## config.mk

```make
export PLATFORM = sky130hd
export DESIGN_NAME = aoi_n1_pipe
export DESIGN_NICKNAME = d
export VERILOG_FILES = /design/src/rtl/aoi_n1_pipe.sv
export SDC_FILE = /design/constraint.sdc
export NUM_CORES = 1
export LEC_CHECK = 0
export BUFFER_PORTS_ARGS = -buffer_cell sky130_fd_sc_hd__buf_2
export CAP_MARGIN = 20
export CORE_AREA = 2 2 39 41
export CTS_CLUSTER_DIAMETER = 60
export DETAILED_ROUTE_END_ITERATION = 7
export DIE_AREA = 0 0 41 43
export PLACE_DENSITY = 0.59
export SYNTH_ARGS = -nofsm -noshare
export SYNTH_HDL_FRONTEND = slang
export SYNTH_SLANG_ARGS = --single-unit
```

## constraint.sdc

```tcl
create_clock -name CLK -period 2.23 [get_ports CLK]
set_input_delay 0 -clock CLK [delete_from_list [all_inputs] [get_ports CLK]]
set_output_delay 0 -clock CLK [all_outputs]
set_load 0.01 [all_outputs]
```

## src/rtl/aoi_n1_pipe.sv

```systemverilog
// Parametrised pipelined AOI (Y = ~(&A_group | B)) per channel with valid tag.
// Optional per-channel output toggle counters behind AOI_N1_PIPE_TOGGLE_CNT_EN.
module aoi_n1_pipe #(
    parameter int unsigned CH     = 4,
    parameter int unsigned N      = 3,
    parameter int unsigned STAGES = 2,
    parameter int unsigned CNT_W  = 8
) (
    input  logic                  CLK,
    input  logic                  RST,
    input  logic                  EN,
    input  logic                  VI,
    input  logic [CH*N-1:0]       A,
    input  logic [CH-1:0]         B,
`ifdef AOI_N1_PIPE_TOGGLE_CNT_EN
    input  logic                  CLR,
    output logic [CH*CNT_W-1:0]   TCNT,
`endif
    output logic [CH-1:0]         Y,
    output logic                  VO
);

    logic [CH-1:0] f_c;

    for (genvar c = 0; c < CH; c++) begin : g_core
        assign f_c[c] = ~(&A[c*N +: N] | B[c]);
    end

`ifdef AOI_N1_PIPE_TOGGLE_CNT_EN
    // Output value before and after the current edge, as seen by the counters.
    logic [CH-1:0] y_bef;
    logic [CH-1:0] y_aft;
    logic          vo_aft;
`endif

    if (STAGES == 0) begin : g_pass
        assign Y  = f_c;
        assign VO = VI;
`ifdef AOI_N1_PIPE_TOGGLE_CNT_EN
        logic [CH-1:0] y_prev_q;
        logic [CH-1:0] y_prev_d;

        always_comb begin
            y_prev_d = y_prev_q;
            if (RST) begin
                y_prev_d = '1;
            end else if (EN) begin
                y_prev_d = f_c;
            end
        end

        always_ff @(posedge CLK) begin
            y_prev_q <= y_prev_d;
        end

        assign y_bef  = y_prev_q;
        assign y_aft  = f_c;
        assign vo_aft = VI;
`endif
    end else begin : g_pipe
        logic [CH-1:0]     dat_q [STAGES];
        logic [CH-1:0]     dat_d [STAGES];
        logic [STAGES-1:0] vld_q;
        logic [STAGES-1:0] vld_d;

        always_comb begin
            dat_d = dat_q;
            vld_d = vld_q;
            if (RST) begin
                for (int unsigned k = 0; k < STAGES; k++) begin
                    dat_d[k] = '1;
                end
                vld_d = '0;
            end else if (EN) begin
                dat_d[0] = f_c;
                vld_d[0] = VI;
                for (int unsigned k = 1; k < STAGES; k++) begin
                    dat_d[k] = dat_q[k-1];
                    vld_d[k] = vld_q[k-1];
                end
            end
        end

        always_ff @(posedge CLK) begin
            dat_q <= dat_d;
            vld_q <= vld_d;
        end

        assign Y  = dat_q[STAGES-1];
        assign VO = vld_q[STAGES-1];
`ifdef AOI_N1_PIPE_TOGGLE_CNT_EN
        assign y_bef  = dat_q[STAGES-1];
        assign y_aft  = dat_d[STAGES-1];
        assign vo_aft = vld_d[STAGES-1];
`endif
    end

`ifdef AOI_N1_PIPE_TOGGLE_CNT_EN
    // Saturating toggle counters; clear wins over increment.
    logic [CH*CNT_W-1:0] tcnt_q;
    logic [CH*CNT_W-1:0] tcnt_d;

    always_comb begin
        tcnt_d = tcnt_q;
        for (int unsigned c = 0; c < CH; c++) begin
            if (RST || CLR) begin
                tcnt_d[c*CNT_W +: CNT_W] = '0;
            end else if (EN && vo_aft && (y_aft[c] != y_bef[c]) &&
                         (tcnt_q[c*CNT_W +: CNT_W] != {CNT_W{1'b1}})) begin
                tcnt_d[c*CNT_W +: CNT_W] = tcnt_q[c*CNT_W +: CNT_W] + CNT_W'(1);
            end
        end
    end

    always_ff @(posedge CLK) begin
        tcnt_q <= tcnt_d;
    end

    assign TCNT = tcnt_q;
`endif

endmodule
```

# [Word-level counts from Yosys, hierarchy flattened]
# Cells that the tools add are included.
[word_totals] regBits=10 output_inout_bits=5
[classes] n_bitwise=8 n_reduce_logical=4
[op_table] cell="3-bit AND reduction" n=4
[op_table] cell="1-bit inverter" n=4
[op_table] cell="1-bit OR" n=4

# [Logic depth before layout (Yosys ltp)]
# Gate-level depths: netlist of run 1.
[logic_depth] word_depth=3 ltp_mapped=3

# [Worst setup path before layout of run 1]
# No wires, ideal clock.
[synth_timing] kind="register -> register" start="reg, netlist name g_pipe.dat_q[4]" end="reg g_pipe.dat_q[4] (netlist bit)" t_arrival_ps=679 slack_ps=1431 path_stages_with_launch=3 period_less_slack_ps=799 path_cell_list="dfxtp_1 > nor2b_1 > a211o_2"
[synth_lines] item="to (signal assigned)" line="85" text="dat_q <= dat_d;"
[synth_lines] item="to (decl)" line="61" text="logic [CH-1:0] dat_q [STAGES];"

==> impl_metrics.tcl, run 1 <==
set metrics [dict create \
    max_freq_ghz 1.19 \
    grt_max_degree 19 \
    io_buffer_count 24 \
    crit_path_max_fanout 2 \
    nFillCells 145 \
    status "finished, final reports clean" \
    grt_overflow 0 \
    fin_worst_skew_ns 0.000249 \
    drc 0 \
    start_kind "flop" \
    relSlewSlack_pct 79.5 \
    ys_types 9 \
    die_x_um 41 \
    startpoint "g_pipe.dat_q[7]" \
    post-route-util_pct 41.1 \
    area_growth_pct 33.0 \
    synth.net_count 60 \
    wirelength_um 706 \
    fin_ws_ns 1.39 \
    p_comb_share_pct 13.5 \
    grt_pass1_wl_um 1060 \
    ys_seq_elements 10 \
    rrSetupSlack_ns 1.39 \
    initial_core_util_pct 30.9 \
    synth_top_area_share_pct 46.8 \
    num_antenna_cells 0 \
    leakage_uw 0.000266 \
    ios 25 \
    ys_seq_area_share_pct 46.8 \
    finalSetupTns_ns 0 \
    yosys_most_used_dff "dfxtp_1" \
    cts_hold_buffers 1 \
    numCtsBuffers 3 \
    vias 347 \
    async_reset_ff_share_pct 0 \
    drive_gt1_share_pct 57.1 \
    regArea_um2 200 \
    cts_resized 0 \
    fin_crit_ns 0.838 \
    firstDrtPassIters 4 \
    insertion_delay_ns 0.26 \
    cp.arrival_ns 0.99 \
    grt_usage_pct 9.58 \
    timing.rr.start "g_pipe.dat_q[7]" \
    switchingPower_uw 84.5 \
    multi_input_area_um2 183 \
    cts_tree "yes" \
    endpoint_kind "flop" \
    post_drt_wl_per_cell_um 8.94 \
    yosys_warnings 0 \
    powerDensity_mw_per_mm2 715 \
    internal_power_uw 322 \
    rows 14 \
    synth.area.top_cells "dfxtp_1 (47%), a211o_2 (19%), nor2b_1 (12%)" \
    synth_edf_count 0 \
    coreArea_mm2 0.00138 \
    clkTransAtPathRegs_ns 0.07 \
    maxCapViolCount 0 \
    hold_viol_final 0 \
    ant_nets 0 \
    gp_congestion 0.616 \
    root_buffer "clkbuf_4" \
    hold_start "RST" \
    dieHeight_um 43 \
    clock_tree.buffer_depth 2 \
    critPathRequiredTime_ns 2.38 \
    die-area_mm2 0.00176 \
    period_share_pct 37.6 \
    synth_area_per_cell_um2 10.7 \
    rsz0062_at_grt "false" \
    viasPerCell 4.39 \
    peakVddDrop_v 0.000322 \
    maxSlewViolCount 0 \
    antenna_found_initial 0 \
    hold_class "in -> reg" \
    critPathKind "reg -> reg" \
    synth_most_common_cell "dfxtp_1" \
    grt_pass1_vias 293 \
    cts.htree.levels 1 \
    finalSetupViolCount 0 \
    yosys.area.top_type "dfxtp_1" \
    netlist_area_um2 428 \
    seqPwrFrac_pct 48.0 \
    p_clk_share_pct 38.5 \
    fin_nets 84 \
    swShare_pct 20.8 \
    drt_iter0_drc 6 \
    post-cts-setup-buffers 0 \
    ys_top_cells_by_count "dfxtp_1 (10), a211o_2 (8), nor2b_1 (8), a31oi_1 (4), buf_4 (4)" \
    synth_cells 40 \
    worstMarginPinSlew_ns 0.308 \
    dp_slack_ns 1.40 \
    cts.sinks 10 \
]
==> worst paths after layout <==
path,to,cells after the start
max,g_pipe.dat_q[7],2
min,g_pipe.vld_q[0],2
max reg2reg,g_pipe.dat_q[7],2
min reg2reg,Y[0],1
==> layout by cell type, fill, tap and decap left out <==
cell type	instances
buf_2	24
dfxtp_1	10
nor2b_1	8
a211o_2	8
a31oi_1	4
clkbuf_4	3
mux2i_1	2
nor2_1	2
clkbuf_8	1
dlygate4sd3_1	1
==> routing by layer <==
metal  GRT usage [%]  share of wire (%)  vias up
met1            9.45                 40      146
met5               0                  0        -
met4            4.00                  0        0
li1                -                  -      187
met2            13.1                 52       14
met3            9.42                8.1        0
==> flip-flops by register name (all words and copies together), names as in the netlist <==
register      flops
Y                 4
g_pipe.dat_q      4
g_pipe.vld_q      2
==> per-stage QoR <==
step	hold WS, ns	total power [uW]	std cells	cell area [um2]
4_1_cts	0.0400	416	79	569
3_5_place_dp	0.257	253	74	523
3_3_place_gp	0.233	253	74	523
2_1_floorplan	0.147	236	40	428
6_report	0.0500	407	79	569
5_1_grt	0.0301	437	79	569
==> critical path, stage by stage (launching register included) <==
cell     delay [ns]
dfxtp_1        0.31
nor2b_1        0.12
a211o_2        0.30
==> final cells by class <==
class                   count  area share [%]
clock buffers               4            6.37
multi-input cells          24            32.1
flip-flops and latches     10            35.2
well taps                  16            3.52
repair buffers             25            22.9
==> power groups by stage <==
| stage | registers, uW | clock network (uW) | logic, uW |
|---|---|---|---|
| after floorplan | 199 | 0 | 37.3 |
| after global placement | 199 | 0 | 53.6 |
| after detailed placement | 199 | 0 | 54.2 |
| after CTS | 195 | 165 | 55.6 |
| after global routing | 197 | 180 | 60.5 |
| final | 195 | 157 | 55.0 |
==> cells by family after synthesis <==
logic type / share of synthesized area, %
mux: 4.68
buf+inv: 10.5
compound gates: 24.6
simple gates: 13.5
flops: 46.8
Note: power is estimated with default switching activity, not from simulation.
==> inputs of run 2 (changes only) <==
Clock period 2.23 ns to 0.8 ns, I/O delays scaled along.
==> impl_metrics.tcl, run 2 (synthesis gave the netlist of run 1 again) <==
set metrics [dict create \
    crit_path_max_fanout 2 \
    slowest_stage "dfxtp_2" \
    finalSetupViolCount 4 \
    maxSlewViolCount 0 \
    hold_class "in -> reg" \
    fin_crit_ns 0.804 \
    viasPerCell 4.37 \
    drt_iter0_drc 11 \
    final_area_um2 574 \
    grt_pass1_wl_um 1100 \
    status "finished with violations" \
    dieHeight_um 43 \
    post-cts-setup-buffers 0 \
    ant_nets 0 \
    relSlewSlack_pct 79.6 \
    drc 0 \
    clkTransAtPathRegs_ns 0.06 \
    dpl_cell_area_um2 523 \
    period_share_pct 101 \
    cts.sinks 10 \
    vias 345 \
    critPathRequiredTime_ns 0.95 \
    maxCapViolCount 0 \
    post_drt_wl_per_cell_um 9.18 \
    die-area_mm2 0.00176 \
    ios 25 \
    start_kind "flop" \
    insertion_delay_ns 0.26 \
    critPathKind "reg -> reg" \
    area_growth_pct 34.2 \
    fin_nets 84 \
    fin_ws_ns -0.00433 \
    fin_worst_skew_ns 0.000250 \
    path_cells "nor2b_1, a211o_2" \
    most-common-layout-cells "buf_2 (24), nor2b_1 (8), a211o_2 (8), dfxtp_1 (6)" \
    wirelength_um 725 \
    drive_gt1_share_pct 63.5 \
    endpoint_kind "flop" \
    hold_viol_final 0 \
    initial_core_util_pct 30.9 \
    grt_overflow 0 \
    powerDensity_mw_per_mm2 1990 \
    cts.htree.levels 1 \
    totalPowerFinal_uw 1140 \
    coreArea_mm2 0.00138 \
    grt_max_degree 19 \
    gp_congestion 0.616 \
    worstMarginPinSlew_ns 0.306 \
    firstDrtPassIters 4 \
    io_buffer_count 24 \
    numCtsBuffers 3 \
    leakage_uw 0.000264 \
    num_antenna_cells 0 \
    rsz0062_at_grt "true" \
    antenna_found_initial 0 \
    rows 14 \
    grt_pass1_vias 275 \
    cts_tree "yes" \
    root_buffer "clkbuf_4" \
    grt_usage_pct 9.80 \
    max_freq_ghz 1.24 \
    clock_tree.buffer_depth 2 \
    timing.hold.ws_ns 0.0426 \
    mostFrequentLayoutCell "buf_2" \
    failed_checks "setup timing" \
    peakVddDrop_v 0.000992 \
    cp.arrival_ns 0.95 \
    die_x_um 41 \
    slowest_delay_ns 0.32 \
]
[run 2: cell counts in the layout (fill, tap and decap cells not counted)]
Identical to the previous run, type by type.
[run 2: worst max-delay path, delay by kind of cell, from the launching register on]
kind	cells	cell delay, ns
flip-flops	1	0.32
AO/OA/AOI/OAI	1	0.26
AND/OR/NAND/NOR	1	0.12
[run 2: final timing paths]
| path | startpoint | to | slack (ns) | depth (start not counted) |
|---|---|---|---|---|
| worst min register to register | g_pipe.dat_q[5] | Y[1] | 0.45 | 1 |
| worst max-delay path | g_pipe.dat_q[7] | g_pipe.dat_q[7] | -0.004 | 2 |
| worst min-delay path | RST | g_pipe.vld_q[0] | 0.04 | 2 |
| worst max register to register | g_pipe.dat_q[7] | g_pipe.dat_q[7] | -0.004 | 2 |
[run 2: final cells by class]
type | instances | area, um2
Clock buffer | 4 | 36.3
Fill cell | 147 | 810
Tap cell | 16 | 20.0
Multi-Input combinational cell | 24 | 183
Timing Repair Buffer | 25 | 130
Sequential cell | 10 | 205
[run 2: what timing repair did]
action / CTS / global route
endpoints found under the hold margin: 1 / 0
hold buffers: 1 / 0
endpoints found under the setup margin: 5 / 8
resized for setup: 4 / 0
pin swaps: 4 / 0
[run 2: routing by layer]
metal	vias up	wire, um	GRT usage [%]
met2	15	334	12.2
li1	186	-	-
met1	144	328	12.1
met4	0	0	4.00
met5	-	0	0
met3	0	61	7.85
[run 2: stage by stage]
step	worst slack [ns]	TNS (ns)	instances	utilization, %
after detailed placement	-0.0260	-0.0994	74	37.8
after CTS	-0.00562	-0.0199	79	41.5
after floorplan	0.000906	0	40	-
final	-0.00433	-0.0108	79	41.5
after global routing	-0.0516	-0.199	79	41.5
after global placement	-0.0227	-0.0806	74	37.8
[run 2: power breakdown]
| part | internal, uW | leakage [uW] | switching (uW) | total (uW) |
|---|---|---|---|---|
| Combinational | 91.7 | 0.000161 | 61.4 | 153 |
| Clock | 276 | 0.0000210 | 167 | 443 |
| Sequential | 534 | 0.0000820 | 13.0 | 547 |
